$ cat config.mk
export PLATFORM = sky130hd
export DESIGN_NAME = produto_escalar_sequenciador
export DESIGN_NICKNAME = d
export VERILOG_FILES = /design/src/rtl/produto_escalar_pkg.sv /design/src/rtl/produto_escalar_banco_operandos.sv /design/src/rtl/produto_escalar_sequenciador.sv
export SDC_FILE = /design/constraint.sdc
export NUM_CORES = 1
export LEC_CHECK = 0
export BUFFER_PORTS_ARGS = -buffer_cell sky130_fd_sc_hd__buf_4
export CAP_MARGIN = 15
export CELL_PAD_IN_SITES_DETAIL_PLACEMENT = 0
export CELL_PAD_IN_SITES_GLOBAL_PLACEMENT = 2
export CORE_AREA = 2 2 275 277
export CTS_BUF_LIST = sky130_fd_sc_hd__clkbuf_16
export CTS_CLUSTER_DIAMETER = 40
export DETAILED_ROUTE_END_ITERATION = 16
export DIE_AREA = 0 0 277 279
export PLACE_DENSITY = 0.67
export SYNTH_ARGS = -nofsm -noshare
export SYNTH_HDL_FRONTEND = slang
export SYNTH_SLANG_ARGS = --single-unit
export TNS_END_PERCENT = 50
$ cat constraint.sdc
create_clock -name clk_i -period 2.9 [get_ports clk_i]
set_input_delay 0.145 -clock clk_i [delete_from_list [all_inputs] [get_ports clk_i]]
set_output_delay 0.145 -clock clk_i [all_outputs]
set_load 0.05 [all_outputs]
$ cat src/rtl/produto_escalar_pkg.sv
// Shared sizes and FSM state type for the dot-product sequencer.
package produto_escalar_pkg;

  localparam int unsigned N_ELEMENTOS       = 8;
  localparam int unsigned LARGURA_OPERANDO  = 32;
  localparam int unsigned LARGURA_RESULTADO = 64;
  localparam int unsigned LARGURA_INDICE    = $clog2(N_ELEMENTOS);

  typedef enum logic [1:0] {
    CARREGANDO = 2'd0,
    DISPARO    = 2'd1,
    LIBERANDO  = 2'd2,
    ENTREGANDO = 2'd3
  } seq_estado_t;

endpackage

$ cat src/rtl/produto_escalar_banco_operandos.sv
// Eight-entry a/b operand bank: one sequential write per cycle, all entries visible in parallel.
module produto_escalar_banco_operandos
  import produto_escalar_pkg::*;
(
  input  logic                                            clk_i,
  input  logic                                            rst_n,
  input  logic                                            escrita,
  input  logic [LARGURA_INDICE-1:0]                       indice,
  input  logic [LARGURA_OPERANDO-1:0]                     dado_a,
  input  logic [LARGURA_OPERANDO-1:0]                     dado_b,
  output logic [N_ELEMENTOS-1:0][LARGURA_OPERANDO-1:0]    banco_a,
  output logic [N_ELEMENTOS-1:0][LARGURA_OPERANDO-1:0]    banco_b
);

  always_ff @(posedge clk_i or negedge rst_n) begin
    if (!rst_n) begin
      banco_a <= '0;
      banco_b <= '0;
    end else if (escrita) begin
      banco_a[indice] <= dado_a;
      banco_b[indice] <= dado_b;
    end
  end

endmodule

$ cat src/rtl/produto_escalar_sequenciador.sv
// Initiator-side sequencer for the 8x32 dot-product engine (four-phase iniciar/concluido).
// Optional watchdog enabled by defining PRODUTO_ESCALAR_TIMEOUT_EN.
module produto_escalar_sequenciador
  import produto_escalar_pkg::*;
#(
  parameter int unsigned TIMEOUT_CICLOS = 64
) (
  input  logic                          clk_i,
  input  logic                          rst_n,
  input  logic                          in_valid,
  output logic                          in_ready,
  input  logic [LARGURA_OPERANDO-1:0]   in_a,
  input  logic [LARGURA_OPERANDO-1:0]   in_b,
  output logic                          out_valid,
  input  logic                          out_ready,
  output logic [LARGURA_RESULTADO-1:0]  out_resultado,
  output logic                          out_erro,
  output logic                          ocupado,
  output logic [LARGURA_OPERANDO-1:0]   pe_a0,
  output logic [LARGURA_OPERANDO-1:0]   pe_a1,
  output logic [LARGURA_OPERANDO-1:0]   pe_a2,
  output logic [LARGURA_OPERANDO-1:0]   pe_a3,
  output logic [LARGURA_OPERANDO-1:0]   pe_a4,
  output logic [LARGURA_OPERANDO-1:0]   pe_a5,
  output logic [LARGURA_OPERANDO-1:0]   pe_a6,
  output logic [LARGURA_OPERANDO-1:0]   pe_a7,
  output logic [LARGURA_OPERANDO-1:0]   pe_b0,
  output logic [LARGURA_OPERANDO-1:0]   pe_b1,
  output logic [LARGURA_OPERANDO-1:0]   pe_b2,
  output logic [LARGURA_OPERANDO-1:0]   pe_b3,
  output logic [LARGURA_OPERANDO-1:0]   pe_b4,
  output logic [LARGURA_OPERANDO-1:0]   pe_b5,
  output logic [LARGURA_OPERANDO-1:0]   pe_b6,
  output logic [LARGURA_OPERANDO-1:0]   pe_b7,
  output logic                          pe_iniciar,
  input  logic                          pe_concluido,
  input  logic [LARGURA_RESULTADO-1:0]  pe_resultado
);

  if (TIMEOUT_CICLOS < 2) begin : g_timeout_invalido
    $error("TIMEOUT_CICLOS must be at least 2");
  end

  seq_estado_t                                     estado_q, estado_d;
  logic [LARGURA_INDICE-1:0]                       contador_q, contador_d;
  logic                                            iniciar_d;
  logic                                            valid_d;
  logic [LARGURA_RESULTADO-1:0]                    resultado_d;
  logic                                            escrita;
  logic [N_ELEMENTOS-1:0][LARGURA_OPERANDO-1:0]    banco_a, banco_b;

`ifdef PRODUTO_ESCALAR_TIMEOUT_EN
  localparam int unsigned LARGURA_WD = $clog2(TIMEOUT_CICLOS + 1);
  logic                  erro_q, erro_d;
  logic [LARGURA_WD-1:0] wd_q, wd_d;
  logic                  wd_expirou;

  assign wd_expirou = (wd_q == LARGURA_WD'(TIMEOUT_CICLOS - 1));
  assign out_erro   = erro_q;
`else
  assign out_erro   = 1'b0;
`endif

  // Stream handshakes decoded from the state register only.
  assign in_ready = (estado_q == CARREGANDO);
  assign ocupado  = (estado_q != CARREGANDO);

  produto_escalar_banco_operandos u_banco (
    .clk_i   (clk_i),
    .rst_n   (rst_n),
    .escrita (escrita),
    .indice  (contador_q),
    .dado_a  (in_a),
    .dado_b  (in_b),
    .banco_a (banco_a),
    .banco_b (banco_b)
  );

  assign pe_a0 = banco_a[0];
  assign pe_a1 = banco_a[1];
  assign pe_a2 = banco_a[2];
  assign pe_a3 = banco_a[3];
  assign pe_a4 = banco_a[4];
  assign pe_a5 = banco_a[5];
  assign pe_a6 = banco_a[6];
  assign pe_a7 = banco_a[7];
  assign pe_b0 = banco_b[0];
  assign pe_b1 = banco_b[1];
  assign pe_b2 = banco_b[2];
  assign pe_b3 = banco_b[3];
  assign pe_b4 = banco_b[4];
  assign pe_b5 = banco_b[5];
  assign pe_b6 = banco_b[6];
  assign pe_b7 = banco_b[7];

  always_ff @(posedge clk_i or negedge rst_n) begin
    if (!rst_n) begin
      estado_q      <= CARREGANDO;
      contador_q    <= '0;
      pe_iniciar    <= 1'b0;
      out_valid     <= 1'b0;
      out_resultado <= '0;
`ifdef PRODUTO_ESCALAR_TIMEOUT_EN
      erro_q        <= 1'b0;
      wd_q          <= '0;
`endif
    end else begin
      estado_q      <= estado_d;
      contador_q    <= contador_d;
      pe_iniciar    <= iniciar_d;
      out_valid     <= valid_d;
      out_resultado <= resultado_d;
`ifdef PRODUTO_ESCALAR_TIMEOUT_EN
      erro_q        <= erro_d;
      wd_q          <= wd_d;
`endif
    end
  end

  // Next state plus next values of every registered output.
  always_comb begin
    estado_d    = estado_q;
    contador_d  = contador_q;
    iniciar_d   = pe_iniciar;
    valid_d     = out_valid;
    resultado_d = out_resultado;
    escrita     = 1'b0;
`ifdef PRODUTO_ESCALAR_TIMEOUT_EN
    erro_d      = erro_q;
    wd_d        = wd_q;
`endif
    case (estado_q)
      CARREGANDO: begin
        if (in_valid) begin
          escrita = 1'b1;
          if (contador_q == LARGURA_INDICE'(N_ELEMENTOS - 1)) begin
            contador_d = '0;
            iniciar_d  = 1'b1;
            estado_d   = DISPARO;
`ifdef PRODUTO_ESCALAR_TIMEOUT_EN
            wd_d       = '0;
`endif
          end else begin
            contador_d = contador_q + LARGURA_INDICE'(1);
          end
        end
      end
      DISPARO: begin
        if (pe_concluido) begin
          resultado_d = pe_resultado;
          iniciar_d   = 1'b0;
          estado_d    = LIBERANDO;
`ifdef PRODUTO_ESCALAR_TIMEOUT_EN
          wd_d        = '0;
        end else if (wd_expirou) begin
          resultado_d = '0;
          iniciar_d   = 1'b0;
          erro_d      = 1'b1;
          estado_d    = LIBERANDO;
          wd_d        = '0;
        end else begin
          wd_d        = wd_q + LARGURA_WD'(1);
`endif
        end
      end
      LIBERANDO: begin
        if (!pe_concluido) begin
          valid_d  = 1'b1;
          estado_d = ENTREGANDO;
`ifdef PRODUTO_ESCALAR_TIMEOUT_EN
        end else if (wd_expirou) begin
          valid_d  = 1'b1;
          erro_d   = 1'b1;
          estado_d = ENTREGANDO;
        end else begin
          wd_d     = wd_q + LARGURA_WD'(1);
`endif
        end
      end
      ENTREGANDO: begin
        if (out_ready) begin
          valid_d  = 1'b0;
          estado_d = CARREGANDO;
`ifdef PRODUTO_ESCALAR_TIMEOUT_EN
          erro_d   = 1'b0;
`endif
        end
      end
      default: begin
        estado_d   = CARREGANDO;
        contador_d = '0;
        iniciar_d  = 1'b0;
        valid_d    = 1'b0;
      end
    endcase
  end

endmodule

==> run metrics, run 1 <==
fin nets between 2,000 and 2,500; post-synth cell types 28; crit path time final around 2400 ps; H-tree levels 3; Syn Inst Count 1,261; FMAX roughly 420 MHz; Post-CTS Setup Bufs 0; Yosys top cell area share 0.6591; synthesized net count roughly 1,400; routability cong. about 0.79; Synth Flop Type dfrtp_1; worst setup margin about 520 ps; drt total wl 73,880 µm; Final period util 0.8191; status finished clean; Place WS around 500 ps; Die ar. roughly 77,000 µm²; CP max-delay cell or3_4; Hold Crit Class in -> async; largest net degree at the start of global routing a little under 90; vias in the first global route 16,000; number of CTS-inserted buffers between 100 and 150; post-synthesis average cell area roughly 18 µm²; drt pass-1 iters 4; reg2reg start estado_q[0]; Total GRT Usage 0.1883; ratio of cells with drive above 1 in the final layout 0.6583; cts repair resizes 0; Root Buffer clkbuf_16; Crit path required time between 3000 and 4000 ps; Synth area leader dfrtp_1; DIE HEIGHT roughly 280 µm; reg-to-reg endpoint u_banco.banco_a[89]; DR vias between 10,000 and 15,000; Ports 714; First DRT Iteration DRCs a little under 500; clk buf depth 3; actual slew at the worst max-slew pin 885.9 ps; clock latency on the worst-skew pair 650 ps; DRC 0; ys async rst share 1.000; first-pass GRT wire length about 110,000 µm; crit path kind reg -> reg; IO Port Bufs between 700 and 800; cell with the most instances after synthesis dfrtp_1; Area Overhead vs Synth 52.98%; worst r2r path cells 6; Final setup violation count 0; Die W roughly 280 µm; R2R Setup Slk between 500 and 600 ps; clock-pin slew on the worst setup and hold paths 50 ps; CP Data Arrival Time 2890 ps; core area ~74,000 µm²; critical path capture point type flip-flop; Rows 100; post-DR vias/cell 4.476; Rel. slew slack 0.4094; Seq cells post-synth 583; initial antenna violation count 1; remaining global-route overflow 0; Synth top cells by count dfrtp_1, mux2_2, mux2_4, buf_2, mux2_1; Yosys warning count 0; # Max-Cap Violations 0; RSZ-0062 raised after global routing false; DP Wirelength slightly above 50,000 µm; setup TNS 0 ps; Post-synth EDFFs 0; WL per Instance about 23 µm; Final Max Slew Viols 0; clock net sink count 583; crit-path max FO 30; CTS hold repair buffers 132; post-synthesis instance area between 20,000 and 25,000 µm²; CP peak stage delay 450 ps; Seq/Total Area, Yosys 0.6591; Synth area leaders dfrtp_1, mux2_2, mux2_4, buf_2, mux2_1; post-route ant nets 0; CTS tree done; initial core utilization 0.2989; worst-path cell chain inv_1 > ha_1 > nand3_1 > or3_4 > buf_4 > mux2_4; clock skew 39.31 ps; Setup crit start kind flip-flop; Fin. Hold Viols 0
==> sequential cells by signal (all words and copies together) (netlist names) <==
signal	flops
contador_q	3
pe_iniciar	1
estado_q	2
out_resultado	64
u_banco.banco_b	256
out_valid	1
u_banco.banco_a	256
==> worst max-delay path by stage <==
stage | start | to | slack [ps] | cells past startpoint
after global routing | estado_q[0] | u_banco.banco_a[89] | 410 | 6
after CTS | estado_q[0] | u_banco.banco_a[89] | 520 | 6
after global placement | estado_q[0] | u_banco.banco_a[93] | 560 | 6
after detailed placement | estado_q[0] | u_banco.banco_a[92] | 500 | 6
after floorplan | estado_q[0] | u_banco.banco_a[0] | 920 | 7
final | estado_q[0] | u_banco.banco_a[89] | 520 | 6
==> logic make-up after synthesis <==
logic type | Yosys count | share of synthesized area
flip-flops | 583 | 0.6591
multiplexers | 580 | 0.3104
buffers and inverters | 63 | 0.01763
AND/OR/NAND/NOR | 20 | 0.006613
AO/OA/AOI/OAI | 7 | 0.002148
adder cells (fa/ha/maj) | 7 | 0.003956
other | 1 | 0.0001694
==> critical path: cells and delay by family, from the launching register on <==
kind	cells	cell delay, ps
simple gates	2	750
buf+inv	2	440
flops	1	400
mux	1	370
fa+ha+maj	1	260
==> cell type report <==
class	count	area (µm²)
Fill cell	6694	40210
Clock inverter	90	1096
Timing Repair Buffer	881	7164
Tap cell	969	1212
Multi-Input combinational cell	615	7183
Inverter	4	15.01
Clock buffer	104	2603
Antenna cell	1	2.502
Sequential cell	583	14590
==> layout by cell type (no fill, tap or decap), types with 15 or more instances in the layout <==
cell / synthesis / layout
bufinv_16: 0 / 19
clkinv_2: 0 / 15
mux2_4: 91 / 91
buf_12: 0 / 17
mux2_2: 473 / 473
mux2_1: 15 / 15
buf_4: 3 / 731
clkinvlp_4: 0 / 22
inv_1: 4 / 17
dlygate4sd3_1: 0 / 132
dfrtp_1: 583 / 583
clkbuf_16: 0 / 104
==> layer usage <==
layer	wire (µm)	up-vias	GRT usage
met5	0	-	0
met4	2254	0	0.07149
met3	5335	109	0.05966
met2	37460	523	0.3270
met1	28820	7538	0.2168
li1	-	6364	-
==> per-stage QoR <==
stage / cell area [µm²] / hold WS [ps] / utilization / instances
finish: 33870 / 86.24 / 0.4572 / 3247
global route: 33870 / 127.4 / 0.4572 / 3247
CTS: 33860 / 100.6 / 0.4572 / 3246
detailed placement: 28840 / 231.4 / 0.3894 / 2920
global placement: 28840 / 228.7 / 0.3894 / 2920
floorplan: 22140 / -150.6 / - / 1261
Power of run 1 is not shown: default switching activity piles up to over one toggle a cycle in this logic, so the estimate is an artifact.
==> run 2, diff against run 1 <==
ABC_AREA = 1   (was unset)
CORE_AREA = 2 2 279 281   (was 2 2 275 277)
DIE_AREA = 0 0 281 283   (was 0 0 277 279)
PLACE_DENSITY = 0.69   (was 0.67)
clock period = 2.3 ns   (was 2.9 ns; I/O delays follow)
==> run 2 against run 1 <==
Sequential share of layout area up 1.5 points; non-clock buffer count rose by 10; largest cell class unchanged; flip-flop and latch count unchanged; global-route usage up 0.49 points.
==> run metrics, run 2 <==
Rel. slew slack 0.4875; CP max-delay cell dfrtp_1; crit-path max FO 68; DR vias 17,146; Crit path max-delay family simple AND/OR/NAND/NOR gates; Final period util 0.8934; post-layout util 0.4262; DRC 0; ratio of cells with drive above 1 in the final layout 0.3472; Post-CTS Setup Bufs 0; vias in the first global route between 15,000 and 20,000; First DRT Iteration DRCs just under 900; H-tree levels 3; Synth top cells by count dfrtp_1, nand2_1, o21ai_0, inv_1, mux2_2; post-DR vias/cell ~4.4; CP bufs+invs 2; post-synthesis average cell area around 11 µm²; HP Start in_a[31]; crit path time final ~2100 ps; actual slew at the worst max-slew pin around 770 ps; post-synth cell types 21; Post-synth EDFFs 0; clock latency on the worst-skew pair approximately 650 ps; Area Overhead vs Synth 56.04%; cts repair resizes 0; Ports a little over 700; post-synthesis instance area approximately 21,000 µm²; reg2reg start estado_q[0]; Synth area leaders dfrtp_1, o21ai_0, nand2_1, mux2_2, inv_1; number of CTS-inserted buffers around 100; DIE HEIGHT about 280 µm; core area ~77,000 µm²; Syn Inst Count 1,924; critical path capture point type flip-flop; Die ar. approximately 80,000 µm²; remaining global-route overflow 0; status finished clean; Seq/Total Area, Yosys 0.6964; Yosys warning count 0; worst r2r path cells 8; FMAX 486.7 MHz; WL per Instance 19.88 µm; Final Max Slew Viols 0; post-route ant nets 0; fin nets between 2,000 and 3,000; drt total wl between 70,000 and 80,000 µm; WHS Path Cells 3; R2R Setup Slk between 200 and 250 ps; hold-critical path endpoint u_banco.banco_a[159]; Die W ~280 µm; Fin. Hold Viols 0; largest net degree at the start of global routing a little under 80; CTS tree done; # Max-Cap Violations 0; IO Port Bufs slightly above 700; cell with the most instances after synthesis dfrtp_1; setup TNS 0 ps; Synth Flop Type dfrtp_1; Multi-input gate area approximately 5600 µm²; Hold Crit Class in -> reg; clock net sink count between 500 and 600; Total GRT Usage 0.1932; crit path kind reg -> reg; first-pass GRT wire length ~120,000 µm; drt pass-1 iters 5; most frequent cells in the layout buf_4, dfrtp_1, nand2_1; clk buf depth 3; Rows 102; Root Buffer clkbuf_16; RSZ-0062 raised after global routing false; Largest regs u_banco.banco_a: 256 flops, u_banco.banco_b: 256 flops, out_resultado: 64 flops; Setup crit start kind flip-flop; commonest non-fill, non-tap cell in the layout buf_4; register area around 15,000 µm²; ys async rst share 1.000; initial core utilization 0.2731; CP peak stage delay approximately 400 ps; routability cong. ~0.83; Crit path required time around 2800 ps; Seq cells post-synth a little under 600; synthesized net count roughly 2,100; DP Wirelength 55,310 µm; Synth area leader dfrtp_1; Final setup violation count 0; clock skew 34.86 ps; initial antenna violation count 2; clock-pin slew on the worst setup and hold paths 50 ps; CP Data Arrival Time ~2500 ps; worst-path cell chain inv_1 > ha_1 > nand2_2 > nor2_4 > nand2_4 > buf_4 > nand2_1 > o21ai_0; Yosys top cell area share 0.6964; reg-to-reg endpoint u_banco.banco_b[176]; Fill cells about 7,400
[run 2: cell count changes in the layout (fill, tap and decap cells not counted), moves of 6 or more]
| cell | previous run | this run |
|---|---|---|
| inv_1 | 17 | 92 |
| nand2_4 | 1 | 8 |
| clkinv_4 | 4 | 10 |
| clkinvlp_4 | 22 | 14 |
| mux2_1 | 15 | 0 |
| buf_12 | 17 | 28 |
| mux2_4 | 91 | 0 |
| o21ai_0 | 1 | 514 |
| mux2_2 | 473 | 64 |
| nand2_1 | 3 | 529 |
[run 2: area by class of cell]
cell class / instances / area share
inverters: 79 / 0.009071
clock inverters: 86 / 0.02878
repair buffers: 891 / 0.2257
well taps: 1040 / 0.03981
multi-input cells: 1143 / 0.1706
clock buffers: 104 / 0.07961
diodes: 1 / 0.00007655
flip-flops and latches: 583 / 0.4463
[run 2: how the worst max path moves through the flow]
stage                startpoint  cells past startpoint              endpoint
floorplan           estado_q[0]                      9  u_banco.banco_a[220]
global placement    estado_q[0]                      8  u_banco.banco_a[127]
detailed placement  estado_q[0]                      8  u_banco.banco_a[127]
CTS                 estado_q[1]                      8  u_banco.banco_a[127]
global route        estado_q[1]                      8  u_banco.banco_b[174]
finish              estado_q[0]                      8  u_banco.banco_b[176]
[run 2: what timing repair did]
action                     in CTS  in global routing
hold endpoints to repair      860                  0
hold buffers                  134                  0
setup endpoints to repair       0                  0
[run 2: routing by layer]
metal	vias up	routed length (µm)	track usage
li1	8095	-	-
met1	8345	30640	0.2269
met2	566	37620	0.3186
met3	140	6724	0.06762
met4	0	3095	0.08342
met5	-	0	0
[run 2: stage by stage]
step | hold slack [ps] | setup WS, ps | instances | cell area [µm²]
6_report | 94.26 | 245.2 | 3927 | 32690
5_1_grt | 142.2 | 98.61 | 3927 | 32690
4_1_cts | 119.5 | 251.7 | 3926 | 32690
3_5_place_dp | 73.51 | 264.3 | 3602 | 27790
3_3_place_gp | 68.17 | 326.6 | 3602 | 27790
2_1_floorplan | -180.6 | 744.7 | 1924 | 20950
[run 2: worst min-delay path: stages]
cell and delay [ps]:
buf_4 80, inv_1 250, o21ai_0 250
[run 2: cells by family after synthesis]
family / after synthesis / share of synthesized area
multiplexers: 64 / 0.03440
flip-flops: 583 / 0.6964
buffers and inverters: 198 / 0.04037
AND/OR/NAND/NOR: 550 / 0.09968
adder cells (fa/ha/maj): 7 / 0.004180
other: 1 / 0.0001790
AO/OA/AOI/OAI: 521 / 0.1248
Power of run 2 is left out for the same reason.
==> run 3, diff against run 2 <==
clock period = 2.08 ns   (was 2.3 ns; I/O delays follow)
==> run 3 against run 2 <==
Final area barely moved; flip-flop and latch count unchanged; cell count decreased by 0.10%; utilization about the same; first-iteration DRC count grew 5.9%; setup slack worse by 120 ps; critical endpoint is now u_banco.banco_a[34]; fmax is 5.3% higher; via count about the same; die area stayed put; hold slack got worse by 0.74 ps; highest routed layer unchanged.
==> run metrics, run 3 (same netlist as run 2, synthesis figures left out) <==
status finished clean; hold slack final between 90 and 100 ps; clock latency on the worst-skew pair around 630 ps; CP max-delay cell dfrtp_1; IO Port Bufs between 700 and 800; Die ar. ~80,000 µm²; WHS Path Cells 3; # Max-Cap Violations 0; reg-to-reg endpoint u_banco.banco_a[34]; Rel. slew slack 0.5757; number of CTS-inserted buffers approximately 100; Largest regs u_banco.banco_a: 256 flops, u_banco.banco_b: 256 flops, out_resultado: 64 flops; worst r2r path cells 8; clock-pin slew on the worst setup and hold paths about 50 ps; post-route ant nets 0; Final Max Slew Viols 0; worst setup margin 128.9 ps; CP bufs+invs 2; DIE HEIGHT 283 µm; first-pass GRT wire length approximately 120,000 µm; initial antenna violation count 0; critical path capture point type flip-flop; clk buf depth 3; ratio of cells with drive above 1 in the final layout 0.3446; crit path kind reg -> reg; RSZ-0062 raised after global routing false; Root Buffer clkbuf_16; DR vias ~17,000; Crit path max-delay family simple AND/OR/NAND/NOR gates; Ports just over 700; Final setup violation count 0; HP Start in_a[31]; DRC 0; R2R Setup Slk between 100 and 150 ps; H-tree levels 3; setup TNS 0 ps; drt pass-1 iters 7; core area 76,700 µm²; Crit path required time ~2600 ps; Place WS 152.3 ps; crit path time final about 2000 ps; Area Overhead vs Synth 56.03%; Fill cells approximately 7,400; DP Wirelength ~54,000 µm; routability cong. between 0.8 and 0.9; most frequent cells in the layout buf_4, dfrtp_1, nand2_1; worst-path cell chain inv_1 > ha_1 > nand2_2 > nor2_4 > nand2_4 > buf_12 > nand2_1 > o21ai_0; actual slew at the worst max-slew pin ~640 ps; FMAX 512.5 MHz; Total GRT Usage 0.1929; CTS tree done; clock skew 42.99 ps; hold-critical path endpoint u_banco.banco_a[159]; Final period util 0.9380; initial core utilization 0.2731; Fin. Hold Viols 0; First DRT Iteration DRCs between 900 and 1,000; drt total wl between 70,000 and 80,000 µm; Rows just over 100; commonest non-fill, non-tap cell in the layout buf_4; CP Data Arrival Time 2450 ps; remaining global-route overflow 0; CP peak stage delay approximately 400 ps; Die W about 280 µm; crit-path max FO roughly 130; vias in the first global route roughly 18,000; clock net sink count just under 600; post-DR vias/cell about 4.4; WL per Instance between 15 and 20 µm; largest net degree at the start of global routing around 130; Setup crit start kind flip-flop; Hold Crit Class in -> reg; fin nets 2,935; reg2reg start estado_q[0]
==> run 3: metal layers <==
| metal | global-route usage | up-vias | wire length [µm] |
|---|---|---|---|
| li1 | - | 8074 | - |
| met1 | 0.2293 | 8344 | 30840 |
| met2 | 0.3182 | 581 | 37150 |
| met3 | 0.06564 | 161 | 6744 |
| met4 | 0.07914 | 0 | 3033 |
| met5 | 0 | - | 0 |
==> run 3: through the flow <==
stage | cells | util | instance area (µm²)
after floorplan | 1924 | - | 20950
after global routing | 3922 | 0.4261 | 32690
after detailed placement | 3594 | 0.3603 | 27630
after CTS | 3920 | 0.4257 | 32650
final | 3923 | 0.4262 | 32690
after global placement | 3594 | 0.3603 | 27630
==> run 3: cell type report <==
class	count	area (µm²)	share of cell area
Sequential cell	583	14590	0.4463
Timing Repair Buffer	885	7241	0.2215
Multi-Input combinational cell	1143	5578	0.1706
Clock buffer	104	2603	0.07962
Tap cell	1040	1301	0.03981
Clock inverter	88	1077	0.03296
Inverter	79	296.5	0.009072
Antenna cell	1	2.502	0.00007656
==> run 3: worst reg2reg max path, delay by kind of cell, from the launching register on <==
family,cells,cell delay (ps)
AND/OR/NAND/NOR,4,720
flip-flops,1,400
buffers and inverters,2,370
adder cells (fa/ha/maj),1,230
AO/OA/AOI/OAI,1,100
==> run 3: what timing repair did <==
item	in CTS	in global routing
hold buffers	134	0
buffers inserted	0	2
endpoints found under the setup margin	0	17
gates resized for setup	0	1
hold endpoints to repair	1129	0
==> run 3: worst max-delay path by stage <==
| stage | to | cells after the start | from | slack, ps |
|---|---|---|---|---|
| 6_report | u_banco.banco_a[34] | 8 | estado_q[0] | 130 |
| 5_1_grt | u_banco.banco_b[76] | 8 | estado_q[0] | 20 |
| 4_1_cts | u_banco.banco_b[117] | 8 | estado_q[0] | 100 |
| 3_5_place_dp | u_banco.banco_b[114] | 8 | estado_q[0] | 150 |
| 3_3_place_gp | u_banco.banco_b[123] | 8 | estado_q[0] | 180 |
| 2_1_floorplan | u_banco.banco_a[220] | 9 | estado_q[0] | 520 |
Power of run 3 is left out for the same reason.
